`src/rtl/sysmem_ctrl.sv`:
```
// Bridges the picorv32 native memory bus to four 8-bit single-port BRAM lanes.
// Write completes one cycle after accept, read two; BRAM enables are combinational from the request.
module sysmem_ctrl #(
    parameter logic [31:0] BASE_ADDR = 32'h0000_0000,
    parameter int          ADDR_BITS = 10
) (
    input  logic                 clk,
    input  logic                 resetn,
    input  logic                 mem_valid,
    input  logic                 mem_instr,
    output logic                 mem_ready,
    input  logic [31:0]          mem_addr,
    input  logic [31:0]          mem_wdata,
    input  logic [3:0]           mem_wstrb,
    output logic [31:0]          mem_rdata,
    output logic [ADDR_BITS-1:0] ram_addr,
    output logic [3:0]           ram_ce,
    output logic [3:0]           ram_we,
    output logic [31:0]          ram_di,
    input  logic [31:0]          ram_do
);

    localparam int TAG_LSB = ADDR_BITS + 2;

    typedef enum logic [1:0] {
        IDLE = 2'd0,
        RD   = 2'd1,
        RESP = 2'd2
    } state_t;

    state_t      state_q;
    logic        ready_q;
    logic [31:0] rdata_q;

    logic hit;
    logic is_wr;
    logic accept;
    logic unused_sig;

    assign hit    = (mem_addr[31:TAG_LSB] == BASE_ADDR[31:TAG_LSB]);
    assign is_wr  = |mem_wstrb;
    // resetn is folded in so no lane can be written while reset is held
    assign accept = mem_valid & hit & resetn & (state_q == IDLE);

    assign ram_addr = mem_addr[TAG_LSB-1:2];
    assign ram_di   = mem_wdata;
    assign ram_ce   = accept ? (is_wr ? mem_wstrb : 4'hF) : 4'h0;
    assign ram_we   = accept ? mem_wstrb : 4'h0;

    assign mem_ready = ready_q;
    assign mem_rdata = rdata_q;

    assign unused_sig = ^{mem_instr, mem_addr[1:0]};

    always_ff @(posedge clk) begin
        if (!resetn) begin
            state_q <= IDLE;
            ready_q <= 1'b0;
            rdata_q <= 32'h0;
        end else begin
            case (state_q)
                IDLE: begin
                    ready_q <= 1'b0;
                    if (accept) begin
                        state_q <= is_wr ? RESP : RD;
                        ready_q <= is_wr;
                    end
                end
                RD: begin
                    // BRAM output is valid during this cycle, one edge after the enable
                    state_q <= RESP;
                    ready_q <= 1'b1;
                    rdata_q <= ram_do;
                end
                RESP: begin
                    state_q <= IDLE;
                    ready_q <= 1'b0;
                end
                default: begin
                    state_q <= IDLE;
                    ready_q <= 1'b0;
                end
            endcase
        end
    end

endmodule
```
`config.mk`:
```
export PLATFORM = sky130hd
export DESIGN_NAME = sysmem_ctrl
export DESIGN_NICKNAME = d
export VERILOG_FILES = /design/src/rtl/sysmem_ctrl.sv
export SDC_FILE = /design/constraint.sdc
export NUM_CORES = 1
export LEC_CHECK = 0
export ABC_AREA = 1
export BUFFER_PORTS_ARGS = -buffer_cell sky130_fd_sc_hd__clkbuf_2
export CORE_MARGIN = 3
export CORE_UTILIZATION = 35
export DETAILED_ROUTE_END_ITERATION = 6
export PLACE_DENSITY = 0.81
export SLEW_MARGIN = 20
export SYNTH_ARGS = -nofsm -noshare
export SYNTH_HDL_FRONTEND = slang
export SYNTH_SLANG_ARGS = --single-unit
export TNS_END_PERCENT = 1
```
`constraint.sdc`:
```
create_clock -name clk -period 1.3 [get_ports clk]
set_input_delay 0 -clock clk [delete_from_list [all_inputs] [get_ports clk]]
set_output_delay 0 -clock clk [all_outputs]
set_load 0.005 [all_outputs]
```
# [Word level (Yosys, flattened, before mapping)]
# Cells that the tools add are included.
# W data, S select, Z words.
[op_classes] mux=8 n_reduce_logical=3 bitwise=3 n_eq_ne=2
[op_table] op="$logic_not A20 Y1" count=1
[op_table] op="$mux W4" count=3
[op_table] op="$mux W2" count=2
[op_table] op="$pmux W2 S2" count=1
[op_table] op="$reduce_or A4 Y1" count=1
[op_table] op="$and A1 B1 Y1" count=3
[op_table] op="$eq A2 B1 Y1 const B" count=1
[op_table] op="$logic_not A2 Y1" count=1
[op_table] op="$ne A2 B2 Y1 const B" count=1
[op_table] op="$pmux W1 S2" count=1
[op_table] op="$mux W1" count=1
[totals] wordCells=19 reg_bits=35 out_inout_bits=83

# [Logic depth before layout (Yosys ltp)]
# Gate-level depths: netlist of the first run.
[depth] ltp_word=6 mapped_depth=7

# [Least setup slack after synthesis of the first run]
# OpenSTA, ideal clock, no wires.
[synth_path] path_kind="reg-to-reg" from="register state_q[0]" to="register rdata_q[10], in the netlist mem_rdata[10]" n_path_buf=1 arrival_ns=0.834 path_stages_with_launch=7 slack_ns=0.353 setup_time_ns=0.113 path_cell_list="dfxtp_1 -> inv_1 -> nor2_4 -> inv_2 -> buf_2 -> nor2_1 -> nor2_1"
[synth_via] elab_chain_len=1
[synth_rtl] element="start, declared" line_no="31" rtl="state_t state_q;"
[synth_rtl] element="start signal, assigned" line_no="65" rtl="state_q <= is_wr ? RESP : RD;"
[synth_rtl] element="$eq A2 B1 Y1" line_no="61" rtl="case (state_q)"
[synth_rtl] element="end signal, assigned" line_no="73" rtl="rdata_q <= ram_do;"
[synth_rtl] element="end, declared" line_no="33" rtl="logic [31:0] rdata_q;"
# No other way between the ends.
# A chain may end at the register's enable or synchronous reset.

# [Worst setup path after layout of the first run]
[layout_path] from="register state_q[1]" to="output port ram_ce[0]"
[layout_via] elab_chain_len=3
[layout_rtl] element="$logic_not A2 Y1" line_no="43" rtl="assign accept = mem_valid & hit & resetn & (state_q == IDLE);"
[layout_rtl] element="$and A1 B1 Y1" line_no="43"
[layout_rtl] element="$mux W4" line_no="47" rtl="assign ram_ce = accept ? (is_wr ? mem_wstrb : 4'hF) : 4'h0;"
[layout_rtl] element="end, declared" line_no="17" rtl="output logic [3:0] ram_ce,"
# No other way between the ends.

==> results of run 1 <==
[Yosys cell counts]
cell,n
buf_2,9
nor2_2,3
nand3_2,2
a21oi_1,6
dfxtp_1,35
o21ai_1,32
nor2_4,1
nand3_1,3
inv_2,1
nand4_4,1
nor2_1,84
nand2_1,7
clkinv_1,2
a31oi_1,1
buf_4,42
inv_1,14
nand4_1,1
nand3b_1,1
[repair_timing]
action,4_1_cts,5_1_grt
setup endpoints to repair,0,19
hold buffers,32,0
gates resized for setup,0,4
hold endpoints to repair,32,0
[per-stage QoR]
stage / hold slack (ns) / setup TNS, ns / setup slack [ns]
after floorplan: 0.0808 / 0 / 0.353
after global placement: 0.0000346 / 0 / 0.143
after detailed placement: 0.0000346 / 0 / 0.105
after CTS: 0.0000346 / 0 / 0.00202
after global routing: 0.00000835 / -0.165 / -0.0554
final: 0.00000199 / 0 / 0.0360
[metal layers]
layer / up-vias / global-route usage / routed length (um)
met1: 768 / 0.162 / 1760
li1: 903 / - / -
met2: 88 / 0.308 / 2570
met5: - / 0 / 0
met3: 22 / 0.0634 / 407
met4: 0 / 0.0783 / 142
[cells by family (layout without fill, tap and decap cells)]
kind of cell	after synthesis	count (layout)	synth area share
flops	35	35	0.397
simple gates	103	103	0.251
compound gates	39	39	0.111
buf+inv	68	158	0.241
[cells in the final DEF, fill, tap and decap left out, types with 2 or more instances in the layout]
cell type and count:
nand3_1 3, o21ai_1 32, clkbuf_2 99, dlygate4sd3_1 32, nand2_1 7, clkbuf_8 5
dfxtp_1 35, clkinv_1 2, buf_4 3, nand3_2 2, a21oi_1 5, nor2_2 4
inv_1 14, nor2_1 83
[registers in the layout, summed over array words and instances (netlist names)]
signal	flops
mem_rdata	32
mem_ready	1
state_q	2
[power breakdown]
| group | leakage [nW] | switching, mW | internal (mW) |
|---|---|---|---|
| clock | 0.0513 | 0.364 | 0.562 |
| sequential | 0.282 | 0.0000000388 | 1.07 |
| combinational | 0.961 | 0.0823 | 0.140 |
| total | 1.29 | 0.446 | 1.77 |
[final timing paths]
kind	start	end	slack (ns)	cells past startpoint
worst max-delay path	state_q[1]$_SDFFE_PN0P_	ram_ce[0]	0.04	4
worst min-delay path	mem_wdata[13]	ram_di[13]	0.000002	0
worst max register to register	state_q[0]$_SDFFE_PN0P_	mem_rdata[28]$_SDFFE_PN0P_	0.26	5
worst min register to register	mem_rdata[14]$_SDFFE_PN0P_	mem_rdata[14]$_SDFFE_PN0P_	0.50	2
[area by class of cell]
cell class	count	area [um2]
clock buffer	6	72.6
clock inverter	1	30.0
fill	460	2350
inverter	17	66.3
multi-input combinational	142	644
sequential	35	701
tap	67	83.8
timing repair buffer	134	838
==> results.toml, run 1 <==
[run_status]
status = "complete, no violations"

[timing]
rsz0062_at_grt = "true"
fin_crit_ns = 1.26
max_slew_margin = 0.767
tightest_slew_ns = 0.349
maxSlewViolCount = 0
fmax_mhz = 791
period_share = 0.972
hold_violations = 0
finClkSkew_ns = 0.00864
setup_viol = 0

[clock_tree]
cts_max_path_buffers = 2
cts.htree.levels = 2
clk_pin_slew_worst_paths_ns = 0.06
cts_tree = "built"
clock_sinks = 35
numCtsBuffers = 5
root_buffer = "clkbuf_8"
post_cts_buffers = 0
clkLatencyLatePin_ns = 0.28

[detailed_routing]
dr.first_iter.drc_count = 34
drtAntennaViolNets = 0
drt_wl_total_um = 4880
firstDrtPassIters = 5
vias_per_cell = 4.43
wire_per_inst_um = 12.1
num_vias = 1781
post-route-drc-count = 0

[synthesis]
yosys.area.top_type = "dfxtp_1"
synth_nets = 349
synth-seq-area-share = 0.397
ys_top_cells_by_area = "dfxtp_1 40%, buf_4 18%, nor2_1 18%"
synth_top_cell_area_share = 0.397
synth_area_per_cell_um2 = 7.20
ys_ff_latch = 35
synthDistinctLibCells = 18
syn_inst = 245
yosysWarnings = 0
netlist_area_um2 = 1760

[cells_and_area]
area_growth_pct = 38.2
postLayoutCoreUtil = 0.509
fin_cells = 402
layout-drive-gt1-share = 0.352
n_antenna_cell = 0
nNetsFinal = 439
stdcell_area_um2 = 2440

[grt]
grt_overflow_total = 0
grt_antenna_before_repair = 0
grt_pass1_wl_um = 8050
track_usage = 0.167
grt_pass1_vias = 1777
grt_max_degree = 35

[worst_setup_path]
worstSetupPathType = "flip-flop to output pin"
crit_required_ns = 1.30
slowest_delay_ns = 0.35
critPathTopFamily = "flip-flops"
arrival_ns = 1.26
cp_max_fo = 9
cp_slowest_cell = "dfxtp_1"
cp_num_buf_inv = 1
crit_chain = "nor2_2 -> nand4_4 -> a21oi_1 -> clkbuf_2"
cp-start-kind = "flip-flop"
critPathCaptureType = "output pin"

[place]
placed_area_um2 = 2000
dp.cells = 363
dp_hpwl_um = 3200
gp_routability_congestion = 0.714
portBuffers = 99

[job]
cap_viol_max_count = 0

[floorplanning]
start_util = 0.368
die_w_um = 77.0
pin_count = 187
fp.dieH_um = 77.0
rows = 25
dieArea_um2 = 5920
core_um2 = 4790

[power_and_ir_drop]
ir_worst_vdd_mv = 0.627
power_mw = 2.22
p_per_area_nw_per_um2 = 911
leakagePower_nw = 1.29

[hold_path]
hold_path.class = "primary input to output pin"
(Power assumes the default switching activity.)
==> run 2, diff against run 1 <==
--- a/config.mk
+++ b/config.mk
@@ -11,6 +11,7 @@
 export CORE_UTILIZATION = 35
 export DETAILED_ROUTE_END_ITERATION = 6
 export PLACE_DENSITY = 0.81
+export REMOVE_ABC_BUFFERS = 1
 export SLEW_MARGIN = 20
 export SYNTH_ARGS = -nofsm -noshare
 export SYNTH_HDL_FRONTEND = slang
==> results.toml, run 2 (synthesized netlist as in run 1, its figures left out) <==
[clock_tree]
numCtsBuffers = 5
cts.htree.levels = 2
cts_max_path_buffers = 2
clkLatencyLatePin_ns = 0.28
clock_sinks = 35
clk_pin_slew_worst_paths_ns = 0.07
root_buffer = "clkbuf_8"
cts_tree = "built"

[hold_path]
hold_path.class = "primary input to output pin"

[detailed_routing]
firstDrtPassIters = 4
vias_per_cell = 4.56
num_vias = 1836
dr.first_iter.drc_count = 36
drt_wl_total_um = 6850
drtAntennaViolNets = 0
post-route-drc-count = 0
wire_per_inst_um = 17.0

[floorplanning]
core_um2 = 4790
rows = 25
pin_count = 187
dieArea_um2 = 5920
die_w_um = 77.0
fp.dieH_um = 77.0
start_util = 0.368

[power_and_ir_drop]
seqPwrFrac = 0.472
pwr-share-comb = 0.099
leakagePower_nw = 1.29
power_mw = 2.27
p_per_area_nw_per_um2 = 929
switching_share = 0.215
ir_worst_vdd_mv = 0.721
intPower_mw = 1.78
p_switching_uw = 488
clockPowerShare = 0.430

[worst_setup_path]
critPathCaptureType = "output pin"
timing.rr.start = "state_q[0]$_SDFFE_PN0P_"
slowest_delay_ns = 0.35
startpoint = "state_q[1]$_SDFFE_PN0P_"
cp_max_fo = 9
cp-start-kind = "flip-flop"
reg2reg_to = "mem_rdata[2]$_SDFFE_PN0P_"
cp_slowest_cell = "dfxtp_2"
worstSetupPathType = "flip-flop to output pin"
crit_chain = "nor2_2 -> nand4_4 -> a21oi_1 -> clkbuf_2"
regToRegSetupSlack_ns = 0.25
arrival_ns = 1.20
r2r_cells = 5
crit_required_ns = 1.30
worstSetupEndpoint = "ram_ce[2]"

[cells_and_area]
nNetsFinal = 439
layout-drive-gt1-share = 0.357
postLayoutCoreUtil = 0.511
final_common_cell = "clkbuf_2"
n_antenna_cell = 0
nFillCells = 446
largest_reg_flops = 32
area_growth_pct = 38.6
layout_common_cells = "99 x clkbuf_2, 83 x nor2_1, 34 x dfxtp_1"

[place]
portBuffers = 99
dp_hpwl_um = 5080
dp_slack_ns = 0.111
gp_routability_congestion = 0.708

[grt]
grt_antenna_before_repair = 0
grt_pass1_vias = 1880
met2_usage = 0.335
gr-usage-met1 = 0.229
gr-usage-met3 = 0.229
grt_max_degree = 35
track_usage = 0.228
grt.busiest_layer = "met2"
grt_pass1_wl_um = 10200
grt_overflow_total = 0

[timing]
finClkSkew_ns = 0.0107
max_slew_margin = 0.770
setup_viol = 0
tightest_slew_ns = 0.345
hold_violations = 0
period_share = 0.923
setup-tns-final_ns = 0
maxSlewViolCount = 0
fin_crit_ns = 1.20
layout_setup_ws_ns = 0.100
rsz0062_at_grt = "true"
hold-worst-slack_ns = 0.0000266
fmax_mhz = 834

[job]
cap_viol_max_count = 0

[run_status]
status = "complete, no violations"
-- run 2: changes by cell type in the layout (fill, tap and decap cells not counted) --
| cell | change |
|---|---|
| dfxtp_2 | +1 |
| a21oi_1 | +1 |
| clkinv_4 | +1 |
| clkbuf_1 | -1 |
| a21oi_2 | -1 |
| dfxtp_1 | -1 |
| clkinv_2 | +1 |
-- run 2: metal layers --
layer	wire (um)	vias up	part of all wire
li1	-	904	-
met1	2510	761	0.37
met2	2790	165	0.41
met3	1490	4	0.22
met4	22	2	0.0032
met5	35	-	0.0051
-- run 2: final cells by class --
| class | instances | area (um2) | share of cell area |
|---|---|---|---|
| multi-input combinational | 142 | 641 | 0.262 |
| tap | 67 | 83.8 | 0.0343 |
| clock buffer | 5 | 68.8 | 0.0282 |
| timing repair buffer | 134 | 838 | 0.343 |
| sequential | 35 | 702 | 0.287 |
| inverter | 17 | 66.3 | 0.0271 |
| clock inverter | 3 | 43.8 | 0.0179 |
-- run 2: how the worst min path moves through the flow --
stage,start,cells after the start,slack (ns),end
floorplan,mem_addr[2],0,0,ram_addr[0]
global placement,mem_addr[9],0,0.00006,ram_addr[7]
detailed placement,mem_addr[9],0,0.00006,ram_addr[7]
CTS,mem_addr[9],0,0.00006,ram_addr[7]
global route,mem_wdata[24],0,0.00002,ram_di[24]
finish,mem_wdata[24],0,0.00003,ram_di[24]
-- run 2: critical path: cells and delay by family, from the launching register on --
| kind | cells | cell delay, ns |
|---|---|---|
| DFF | 1 | 0.35 |
| AOI/OAI and AO/OA | 1 | 0.16 |
| and+or+nand+nor | 2 | 0.28 |
| buffers and inverters | 1 | 0.13 |
-- run 2: power by group through the flow --
stage | sequential (mW) | clock [mW] | combinational [mW]
after floorplan | 1.10 | 0 | 0.0334
after global placement | 1.10 | 0 | 0.144
after detailed placement | 1.10 | 0 | 0.145
after CTS | 1.07 | 1.01 | 0.221
after global routing | 1.07 | 1.06 | 0.247
final | 1.07 | 0.975 | 0.224
-- run 2: what timing repair did --
| action | CTS | global route |
|---|---|---|
| gates resized for setup | 1 | 3 |
| endpoints found under the hold margin | 32 | 0 |
| hold buffers | 32 | 0 |
| buffers inserted | 0 | 0 |
| pin swaps | 0 | 2 |
| endpoints found under the setup margin | 2 | 37 |
-- run 2: through the flow --
stage / std cells / area [um2]
2_1_floorplan: 194 / 1400
4_1_cts: 403 / 2440
5_1_grt: 403 / 2440
3_3_place_gp: 363 / 2000
3_5_place_dp: 363 / 2000
6_report: 403 / 2440
==> run 3, diff against run 2 <==
--- a/config.mk
+++ b/config.mk
@@ -10,7 +10,7 @@
 export CORE_MARGIN = 3
 export CORE_UTILIZATION = 35
 export DETAILED_ROUTE_END_ITERATION = 6
-export PLACE_DENSITY = 0.81
+export PLACE_DENSITY = 0.88
 export REMOVE_ABC_BUFFERS = 1
 export SLEW_MARGIN = 20
 export SYNTH_ARGS = -nofsm -noshare
==> results.toml, run 3 (synthesized netlist as in run 1, its figures left out) <==
[cells_and_area]
layout_common_cells = "99 x clkbuf_2, 83 x nor2_1, 35 x dfxtp_1"
layout-drive-gt1-share = 0.360
largest_reg_flops = 32
area_growth_pct = 40.2
nFillCells = 457
final_common_cell = "clkbuf_2"
n_antenna_cell = 0
nNetsFinal = 439

[power_and_ir_drop]
seqPwrFrac = 0.460
power_mw = 2.33
pwr-share-comb = 0.098
leakagePower_nw = 1.29
p_per_area_nw_per_um2 = 942
switching_share = 0.209
ir_worst_vdd_mv = 0.632
clockPowerShare = 0.442
p_switching_uw = 487
intPower_mw = 1.84

[grt]
met2_usage = 0.345
grt_overflow_total = 0
grt_max_degree = 35
grt_pass1_wl_um = 10400
track_usage = 0.233
gr-usage-met3 = 0.211
grt.busiest_layer = "met2"
grt_pass1_vias = 1840
grt_antenna_before_repair = 0
gr-usage-met1 = 0.243

[worst_setup_path]
timing.rr.start = "state_q[0]$_SDFFE_PN0P_"
r2r_cells = 5
worstSetupPathType = "flip-flop to output pin"
arrival_ns = 1.23
cp-start-kind = "flip-flop"
crit_required_ns = 1.30
critPathCaptureType = "output pin"
regToRegSetupSlack_ns = 0.15
reg2reg_to = "mem_rdata[27]$_SDFFE_PN0P_"
cp_max_fo = 5

[clock_tree]
clock_sinks = 35
cts_max_path_buffers = 2
numCtsBuffers = 5
post_cts_buffers = 0
cts_tree = "built"
clkLatencyLatePin_ns = 0.28
clk_pin_slew_worst_paths_ns = 0.07
root_buffer = "clkbuf_8"
cts.htree.levels = 2

[place]
portBuffers = 99
dp_hpwl_um = 5040
gp_routability_congestion = 0.709

[timing]
maxSlewViolCount = 0
setup_viol = 0
finClkSkew_ns = 0.00743
max_slew_margin = 0.773
fin_crit_ns = 1.23
fmax_mhz = 814
tightest_slew_ns = 0.340
hold_violations = 0
setup-tns-final_ns = 0
period_share = 0.945

[hold_path]
hold_path.class = "primary input to output pin"
min_from = "mem_wdata[1]"
hold_depth = 0
min_to = "ram_di[1]"

[detailed_routing]
drt_wl_total_um = 7070
firstDrtPassIters = 4
num_vias = 1852
drtAntennaViolNets = 0
wire_per_inst_um = 17.5
post-route-drc-count = 0
dr.first_iter.drc_count = 70
vias_per_cell = 4.60

[floorplanning]
start_util = 0.368
dieArea_um2 = 5920
die_w_um = 77.0
pin_count = 187
fp.dieH_um = 77.0
core_um2 = 4790
rows = 25

[run_status]
status = "complete, no violations"

[job]
cap_viol_max_count = 0
==> run 3: cell types whose count changed in the layout (fill, tap and decap cells not counted), sizes merged <==
cell    change
inv         +1
buf         -1
clkinv      -2
nand4       +1
clkbuf      +1
==> run 3: power by group through the flow <==
| stage | combinational [mW] | sequential (mW) | clock, mW |
|---|---|---|---|
| after detailed placement | 0.144 | 1.10 | 0 |
| after CTS | 0.221 | 1.07 | 1.06 |
| final | 0.228 | 1.07 | 1.03 |
| after floorplan | 0.0334 | 1.10 | 0 |
| after global placement | 0.143 | 1.10 | 0 |
| after global routing | 0.250 | 1.07 | 1.12 |
==> run 3: through the flow <==
stage	hold WS, ns	setup WS, ns	std cells	util	area (um2)
after floorplan	0	-0.0976	194	-	1400
after global placement	0.0000490	0.156	362	0.417	2000
after detailed placement	0.0000490	0.134	362	0.417	2000
after CTS	0.0000490	0.0133	402	0.511	2440
after global routing	0.0000428	-0.00723	403	0.517	2470
final	0.0000370	0.0714	403	0.517	2470
==> run 3: worst max-delay path: stages (launching register included) <==
cell	delay [ns]
dfxtp_1	0.37
nor2_4	0.14
nand4_4	0.15
nor2_1	0.16
clkbuf_2	0.13
==> run 3: repair_timing <==
| item | in CTS | in global routing |
|---|---|---|
| hold buffers | 32 | 0 |
| setup endpoints to repair | 2 | 12 |
| endpoints found under the hold margin | 32 | 0 |
| pin swaps | 0 | 2 |
| cloned | 0 | 1 |
| gates resized for setup | 2 | 5 |
==> run 3: layout make-up <==
cell class,count,area (um2),area share
flip-flops and latches,35,701,0.283
clock buffers,6,82.6,0.0334
well taps,67,83.8,0.0339
inverters,17,66.3,0.0268
clock inverters,2,38.8,0.0157
repair buffers,133,835,0.338
multi-input cells,143,666,0.269
==> run 3: layer usage <==
layer  vias to the layer above  part of all wire
met2                       134              0.42
met4                         2            0.0030
met3                         4              0.20
met5                         -            0.0050
li1                        909                 -
met1                       803              0.38
==> run 3: worst max path at each step <==
stage / slack, ns / endpoint / cells after the start / from
floorplan: -0.1 / mem_rdata[0]$_SDFFE_PN0P_ / 5 / state_q[0]$_SDFFE_PN0P_
global placement: 0.16 / state_q[1]$_SDFFE_PN0P_ / 3 / state_q[1]$_SDFFE_PN0P_
detailed placement: 0.13 / mem_rdata[30]$_SDFFE_PN0P_ / 4 / state_q[1]$_SDFFE_PN0P_
CTS: 0.01 / ram_ce[3] / 4 / state_q[1]$_SDFFE_PN0P_
global route: -0.007 / ram_we[1] / 4 / state_q[1]$_SDFFE_PN0P_
finish: 0.07 / ram_we[2] / 4 / state_q[1]$_SDFFE_PN0P_
